===== src/rtl/sram_like_resp.sv =====
// SRAM-like responder: accepts address phases onto a 1-cycle synchronous RAM and returns
// data_ok/rdata in request order. Define SRAM_RAND_STALL_EN to add LFSR-driven random stalls.
module sram_like_resp #(
  parameter int ADDR_W     = 16,
  parameter int DEPTH      = 2,
  parameter int DATA_DELAY = 1
) (
  input  logic              clk,
  input  logic              reset,
  input  logic              req,
  input  logic              wr,
  input  logic [1:0]        size,
  input  logic [31:0]       addr,
  input  logic [3:0]        wstrb,
  input  logic [31:0]       wdata,
  output logic              addr_ok,
  output logic              data_ok,
  output logic [31:0]       rdata,
  output logic              ram_en,
  output logic [3:0]        ram_we,
  output logic [ADDR_W-1:0] ram_addr,
  output logic [31:0]       ram_wdata,
  input  logic [31:0]       ram_rdata
);

  localparam int PTR_W = (DEPTH > 1) ? $clog2(DEPTH) : 1;
  localparam int CNT_W = $clog2(DEPTH + 1);
  localparam logic [2:0] INIT_CNT = 3'(DATA_DELAY - 1);

  function automatic logic [PTR_W-1:0] ptr_inc(input logic [PTR_W-1:0] p);
    if (p == PTR_W'(DEPTH - 1)) begin
      return {PTR_W{1'b0}};
    end else begin
      return p + PTR_W'(1);
    end
  endfunction

  logic [PTR_W-1:0] r_head;
  logic [PTR_W-1:0] r_tail;
  logic [CNT_W-1:0] r_count;
  logic [DEPTH-1:0] r_vld;
  logic [DEPTH-1:0] r_wr;
  logic [DEPTH-1:0] r_cap;
  logic [31:0]      r_data [DEPTH];
  logic [2:0]       r_cnt  [DEPTH];
  logic             r_cap_pend;
  logic [PTR_W-1:0] r_cap_idx;

  logic        w_stall;
  logic        w_addr_ok;
  logic        w_accept;
  logic        w_pop;
  logic        w_head_fwd;
  logic [31:0] w_head_data;
  logic        w_unused;

  assign w_unused = ^{size, addr[31:ADDR_W+2], addr[1:0]};

`ifdef SRAM_RAND_STALL_EN
  logic [15:0] r_lfsr;
  logic        w_lfsr_fb;

  assign w_lfsr_fb = r_lfsr[15] ^ r_lfsr[13] ^ r_lfsr[12] ^ r_lfsr[10];
  assign w_stall   = r_lfsr[0] & r_lfsr[3];

  always_ff @(posedge clk or posedge reset) begin
    if (reset) begin
      r_lfsr <= 16'hACE1;
    end else begin
      r_lfsr <= {r_lfsr[14:0], w_lfsr_fb};
    end
  end
`else
  assign w_stall = 1'b0;
`endif

  // No bypass: a slot freed by this cycle's pop is only visible next cycle.
  assign w_addr_ok = ~reset & (r_count < CNT_W'(DEPTH)) & ~w_stall;
  assign w_accept  = req & w_addr_ok;

  always_comb begin
    ram_addr  = addr[ADDR_W+1:2];
    ram_wdata = wdata;
    if (w_accept) begin
      ram_en = 1'b1;
      ram_we = wr ? wstrb : 4'b0000;
    end else begin
      ram_en = 1'b0;
      ram_we = 4'b0000;
    end
  end

  // Head whose RAM data arrives this cycle is forwarded straight from ram_rdata.
  always_comb begin
    w_head_fwd = r_cap_pend & (r_cap_idx == r_head);
    if (r_cap[r_head]) begin
      w_head_data = r_data[r_head];
    end else if (r_wr[r_head]) begin
      w_head_data = 32'h0000_0000;
    end else begin
      w_head_data = ram_rdata;
    end
    w_pop = ~reset & ~w_stall & r_vld[r_head] & (r_cnt[r_head] == 3'd0)
          & (r_cap[r_head] | w_head_fwd);
  end

  assign addr_ok = w_addr_ok;
  assign data_ok = w_pop;
  assign rdata   = reset ? 32'h0000_0000 : w_head_data;

  always_ff @(posedge clk or posedge reset) begin
    if (reset) begin
      r_head     <= {PTR_W{1'b0}};
      r_tail     <= {PTR_W{1'b0}};
      r_count    <= {CNT_W{1'b0}};
      r_vld      <= {DEPTH{1'b0}};
      r_wr       <= {DEPTH{1'b0}};
      r_cap      <= {DEPTH{1'b0}};
      r_cap_pend <= 1'b0;
      r_cap_idx  <= {PTR_W{1'b0}};
      for (int i = 0; i < DEPTH; i++) begin
        r_data[i] <= 32'h0000_0000;
        r_cnt[i]  <= 3'd0;
      end
    end else begin
      for (int i = 0; i < DEPTH; i++) begin
        if (r_vld[i] && (r_cnt[i] != 3'd0)) begin
          r_cnt[i] <= r_cnt[i] - 3'd1;
        end
      end
      if (r_cap_pend) begin
        r_data[r_cap_idx] <= r_wr[r_cap_idx] ? 32'h0000_0000 : ram_rdata;
        r_cap[r_cap_idx]  <= 1'b1;
      end
      if (w_pop) begin
        r_vld[r_head] <= 1'b0;
        r_head        <= ptr_inc(r_head);
      end
      // The push slot never equals the capture slot, so push ordering here is safe.
      if (w_accept) begin
        r_vld[r_tail]  <= 1'b1;
        r_wr[r_tail]   <= wr;
        r_cap[r_tail]  <= 1'b0;
        r_data[r_tail] <= 32'h0000_0000;
        r_cnt[r_tail]  <= INIT_CNT;
        r_tail         <= ptr_inc(r_tail);
      end
      r_cap_pend <= w_accept;
      r_cap_idx  <= r_tail;
      case ({w_accept, w_pop})
        2'b10:   r_count <= r_count + CNT_W'(1);
        2'b01:   r_count <= r_count - CNT_W'(1);
        default: r_count <= r_count;
      endcase
    end
  end

endmodule


===== config.mk =====
export PLATFORM = sky130hd
export DESIGN_NAME = sram_like_resp
export DESIGN_NICKNAME = d
export VERILOG_FILES = /design/src/rtl/sram_like_resp.sv
export SDC_FILE = /design/constraint.sdc
export NUM_CORES = 1
export LEC_CHECK = 0
export ABC_AREA = 1
export BUFFER_PORTS_ARGS = -buffer_cell sky130_fd_sc_hd__buf_2
export CORE_AREA = 5 5 103 129
export DETAILED_ROUTE_END_ITERATION = 8
export DIE_AREA = 0 0 108 134
export PLACE_DENSITY = 0.68
export SLEW_MARGIN = 20
export SYNTH_ARGS = -nofsm -noshare
export SYNTH_HDL_FRONTEND = slang
export SYNTH_SLANG_ARGS = --single-unit

===== constraint.sdc =====
create_clock -name clk -period 3.8 [get_ports clk]
set_clock_uncertainty 0.15 [all_clocks]
set_input_delay 0.19 -clock clk [delete_from_list [all_inputs] [get_ports clk]]
set_output_delay 0.19 -clock clk [all_outputs]
set_load 0.05 [all_outputs]

# [After elaboration in Yosys (flattened, before gate mapping)]
# Index checks and enable logic that the tools add are counted.
[classes] add_sub_neg=6 magnitude_cmp=12 n_eq_ne=3 muxes=47 bitwise_logic=21 n_reduce_logical=11
[op_table] operator="32-bit 2-to-1 mux" n=9
[op_table] operator="64-bit 2-to-1 mux" n=2
[op_table] operator="64-bit AND" n=1
[op_table] operator="64-bit bitwise mux" n=1
[op_table] operator="32-bit demux with 1-bit select" n=2
[op_table] operator="64-bit NOT" n=1
[op_table] operator="3-bit 2-to-1 mux" n=6
[op_table] operator="1-bit 2-to-1 mux" n=14
[op_table] operator="2-bit 2-to-1 mux" n=4
[op_table] operator="4-bit 2-to-1 mux" n=2
[op_table] operator="1-bit logical AND" n=7
[op_table] operator="1-bit AND" n=6
[op_table] operator="6-bit AND" n=1
[op_table] operator="2-bit >= comparator, second input constant" n=3
[op_table] operator="1-bit by 2-bit less-than comparator with 1-bit output, second input constant" n=3
[op_table] operator="6-bit 2-to-1 mux" n=1
[op_table] operator="1-bit NOT with 2-bit output" n=3
[op_table] operator="6-bit NOT" n=1
[op_table] operator="3-bit nonzero test" n=2
[op_table] operator="3-bit by 1-bit subtractor with 3-bit output, second input constant" n=2
[op_table] operator="2-bit AND" n=2
[op_table] operator="2-bit by 1-bit less-than comparator with 1-bit output, second input constant" n=2
[op_table] operator="2-bit NOT" n=2
[op_table] operator="2-bit bitwise OR" n=2
[op_table] operator="other kinds (16)" n=21
[word_totals] ff_bits=82 input_bits=106

# [Logic depth before layout (Yosys ltp)]
[depth] ltp_word=10 depth_mapped=10

# [Worst setup path before layout]
# Ideal clock, no wire load.
[synth_path] path_type="in2reg" start="in reset" end="reg r_count[1]" setup_ns=0.124 t_arrival_ns=3.478 t_required_ns=3.526 slack_ns=0.048 path_stages=8 cell_sequence="buf_6 inv_1 nand3_1 inv_1 ha_1 a21oi_1 o21ai_0 xnor2_1"
[synth_via] elab_chain_cells=6 elab_cells_between_ends=10
[synth_lines] item="from (decl)" line_no="9" source="input logic reset,"
[synth_lines] item="1-bit NOT *" line_no="103" source="w_pop = ~reset & ~w_stall & r_vld[r_head] & (r_cnt[r_head] == 3'd0)"
[synth_lines] item="1-bit AND * (2 in series)" line_no="103"
[synth_lines] item="1-bit AND *" line_no="104" source="& (r_cap[r_head] | w_head_fwd);"
[synth_lines] item="net data_ok" line_no="17" source="output logic data_ok,"
[synth_lines] item="2-bit by 1-bit equality test with 1-bit output or 2-bit equality test (tied branches)" line_no="150" source="case ({w_accept, w_pop})"
[synth_lines] item="2-bit one-hot mux with 2 select lines or 2-bit nonzero test (tied branches)"
[synth_lines] item="to (signal assigned)" line_no="151" source="2'b10: r_count <= r_count + CNT_W'(1);"
[synth_lines] item="to (signal assigned)" line_no="152" source="2'b01: r_count <= r_count - CNT_W'(1);"
[synth_lines] item="to (signal assigned)" line_no="153" source="default: r_count <= r_count;"
[synth_lines] item="to (decl)" line_no="40" source="logic [CNT_W-1:0] r_count;"
# Mark *: on every way through the listed nets, which the timed path passes. The rest lies on a longest branch.
# A chain may end at the register's enable or synchronous reset.

# [Worst setup path in the final report]
[layout_path] start="reg r_head" end="out rdata[24]"
[layout_via] elab_chain_cells=6 elab_cells_between_ends=11
[layout_lines] item="from (decl)" line_no="38" source="logic [PTR_W-1:0] r_head;"
[layout_lines] item="from (signal assigned)" line_no="113" source="r_head <= {PTR_W{1'b0}};"
[layout_lines] item="from (signal assigned)" line_no="137" source="r_head <= ptr_inc(r_head);"
[layout_lines] item="1-bit NOT with 2-bit output (not written as such)" line_no="97" source="w_head_data = r_data[r_head];"
[layout_lines] item="32-bit 2-to-1 mux (not written as such) (3 in series)" line_no="97"
[layout_lines] item="32-bit 2-to-1 mux *" line_no="96" source="if (r_cap[r_head]) begin"
[layout_lines] item="32-bit 2-to-1 mux *" line_no="109" source="assign rdata = reset ? 32'h0000_0000 : w_head_data;"
[layout_lines] item="to (decl)" line_no="18" source="output logic [31:0] rdata,"
# Mark *: on every way between the ends. The rest lies on a longest branch, timed or not. The select of a mux whose other input is x is not followed.

==> run_results.csv <==
group,metric,value,unit
worst_setup_path,cp.depth,6,
yosys,syn_area,0.004751,mm²
yosys,syn_avg_cell_area,7.626,µm²
cts,clockBufferDepth,2,
global_route,grt_pass1_wl,20860,µm
yosys,ys_seq_area_share,43.19,%
timing,tightest_slew,1.009,ns
worst_setup_path,worstPathArrival,2.64,ns
power_and_ir_drop,power_density,930.0,mW/mm²
floorplan,initial_core_util,39.80,%
floorplan,rows,45,
drt,drt_iter0_drc,227,
power_and_ir_drop,leakage,0.002666,µW
worst_setup_path,end_kind,"output port",
timing,fmax,335.1,MHz
placed_design,placedCellCount,778,
finish,area_delta_synth_final,13.35,%
drt,drcViolationCount,0,
timing,min_period,2.984,ns
worst_setup_path,worst-path-buf-inv,3,
worst_setup_path,cp_cell_sequence,"buf_4, mux2i_4, buf_4, nand3_1, a21oi_1, buf_2",
worst_setup_path,slowest_stage,"mux2i_4",
timing,finalCritPeriodShare,78.54,%
yosys,yosys_register_bits,82,
placed_design,place_congestion,0.7422,
floorplan,die_area,0.01447,mm²
worst_setup_path,cp-start-kind,"flip-flop",
timing,setup_viol,0,
cts,path_clk_slew,0.06,ns
worst_setup_path,reg2reg_depth,10,
worst_setup_path,crit_top_cell,"buf_4",
floorplan,die_w,108,µm
yosys,synth_warnings,0,
global_route,grt_use_total,17.98,%
yosys,syn_nets,734,
worst_hold_path,hold_class,"input port to flip-flop",
worst_setup_path,path_class,"flip-flop to output port",
timing,hold_viol_final,0,
cts,cts-root-buf,"clkbuf_16",
worst_setup_path,reg2reg_slack,1.13,ns
floorplan,core_area,0.01194,mm²
drt,drt-pass1-iter-count,5,
drt,via_count,4300,
finish,fin_nets,763,
power_and_ir_drop,ir_drop,398.4,µV
finish,n_antenna_cell,0,
timing,rsz0062_at_grt,"no",
placed_design,portBuffers,78,
cts,cts_buffers,9,
cts,htreeDepth,3,
worst_setup_path,crit_required,3.46,ns
global_route,grt_max_degree,66,
worst_setup_path,cp_max_fo,38,
timing,drv_slew,0,
global_route,antenna_found_initial,0,
timing,slew_headroom,32.67,%
finish,fin_util,45.12,%
finish,final_common_cell,"nand2_1",
yosys,syn_inst,623,
drt,postRouteWirelength,12900,µm
worst_setup_path,startpoint,"r_head",
global_route,overflow,0,
worst_hold_path,whs_path_depth,3,
flow_run,max-cap-violations,0,
global_route,grt_pass1_vias,4356,
yosys,synth_cell_types,26,
cts,post-cts-setup-buffer-count,0,
worst_setup_path,r2r_start,"r_head",
worst_setup_path,cp_slowest_stage_delay,0.59,ns
drt,wl_per_cell,15.72,µm
finish,layout_common_cells,"nand2_1 (180), a21oi_1 (105), dfrtp_1 (82)",
cts,clkLatencyLatePin,0.33,ns
timing,tns,0,ns
floorplan,pin_count,193,
worst_setup_path,reg2reg_to,"r_count[1]",
cts,clock_sinks,82,
finish,drive_above_1_share,17.05,%
worst_setup_path,crit_path_end,"rdata[24]",
placed_design,hpwl,7869,µm
cts,cts_tree,"built",
floorplan,dieHeight,134,µm
worst_setup_path,crit_family,"buffers and inverters",
finish,fin_cells,821,
drt,final_antenna_net_count,0,
drt,via_per_inst,5.238,
status,outcome,"complete, no violations",
-- worst min-delay path by stage --
| stage | start | slack (ns) | to |
|---|---|---|---|
| 4_1_cts | ram_rdata[11] | 0.006 | r_data[43] |
| 2_1_floorplan | ram_rdata[12] | 0.20 | r_data[12] |
| 3_5_place_dp | reset | 0.04 | r_data[11] |
| 3_3_place_gp | reset | 0.04 | r_cnt[0] |
| 5_1_grt | ram_rdata[9] | 0.009 | r_data[41] |
| 6_report | ram_rdata[11] | 0.005 | r_data[43] |
-- worst min-delay path, cell delays in order --
cell and delay [ns]:
buf_2 0.11, nand2_1 0.08, a21oi_1 0.06
-- routing by layer --
metal | wire length [µm] | part of all wire (%) | GRT usage, % | up-vias
met5 | 0 | 0 | 0 | -
li1 | - | - | - | 2064
met3 | 754 | 5.8 | 3.852 | 64
met1 | 5253 | 41 | 20.78 | 2048
met4 | 673 | 5.2 | 11.72 | 0
met2 | 6222 | 48 | 29.77 | 124
-- Yosys cell counts --
cell	n	area (µm²)
nand2_1	180	675.7
nor2_1	11	41.29
o21ai_1	10	50.05
inv_1	17	63.81
dfrtp_1	82	2052
or2_4	1	8.760
o21ai_0	63	315.3
buf_1	1	3.750
mux2i_1	1	10.01
nor3_1	1	5.000
buf_2	16	80.08
inv_2	4	15.01
nand3_1	40	200.2
clkbuf_2	1	5.000
xnor2_1	2	17.52
buf_6	7	78.83
nand2_2	2	12.51
buf_4	55	412.9
ha_1	5	62.56
o21ai_2	1	8.760
nand2_4	1	11.26
clkbuf_1	13	48.80
nand4_1	2	12.51
mux2i_4	1	22.52
nor2_4	1	11.26
a21oi_1	105	525.5
-- stage by stage --
step / cell area [µm²] / hold slack (ns) / worst slack [ns] / power [µW]
4_1_cts: 5358 / 0.005885 / 0.8051 / 4986
3_3_place_gp: 4798 / 0.04313 / 1.207 / 4015
2_1_floorplan: 4751 / 0.1968 / 0.04817 / 3632
3_5_place_dp: 4798 / 0.04308 / 1.127 / 4091
6_report: 5385 / 0.004976 / 0.8157 / 5008
5_1_grt: 5385 / 0.009370 / 0.6542 / 5371
-- cell type report --
cell class / count / area (µm²)
clock buffers: 14 / 264.0
clock inverters: 2 / 35.03
fillers: 1240 / 6551
inverters: 21 / 80.08
multi-input cells: 427 / 2011
flip-flops and latches: 82 / 2052
well taps: 164 / 205.2
repair buffers: 111 / 738.2
-- flip-flops by register name (all words and copies together), names as in the netlist --
signal      count
r_data         64
r_cnt           6
r_cap           2
r_count         2
r_vld           2
r_wr            2
r_cap_idx       1
r_cap_pend      1
r_head          1
r_tail          1
-- where the power goes --
part | internal (µW) | switching (µW)
sequential | 1250 | 224
clock | 544 | 317
combinational | 774 | 1900
total | 2570 | 2440
-- repair_timing --
item                      in CTS  in global routing
hold buffers                  26                  0
gates resized for setup        0                  0
hold endpoints to repair      67                  0
-- kinds of logic after synthesis --
kind of cell | share of synthesized area, %
simple gates | 20.60
compound gates | 18.94
buf+inv | 14.91
flops | 43.19
fa+ha+maj | 1.317
xor+xnor | 0.3688
mux | 0.6847
(Power assumes the default switching activity.)
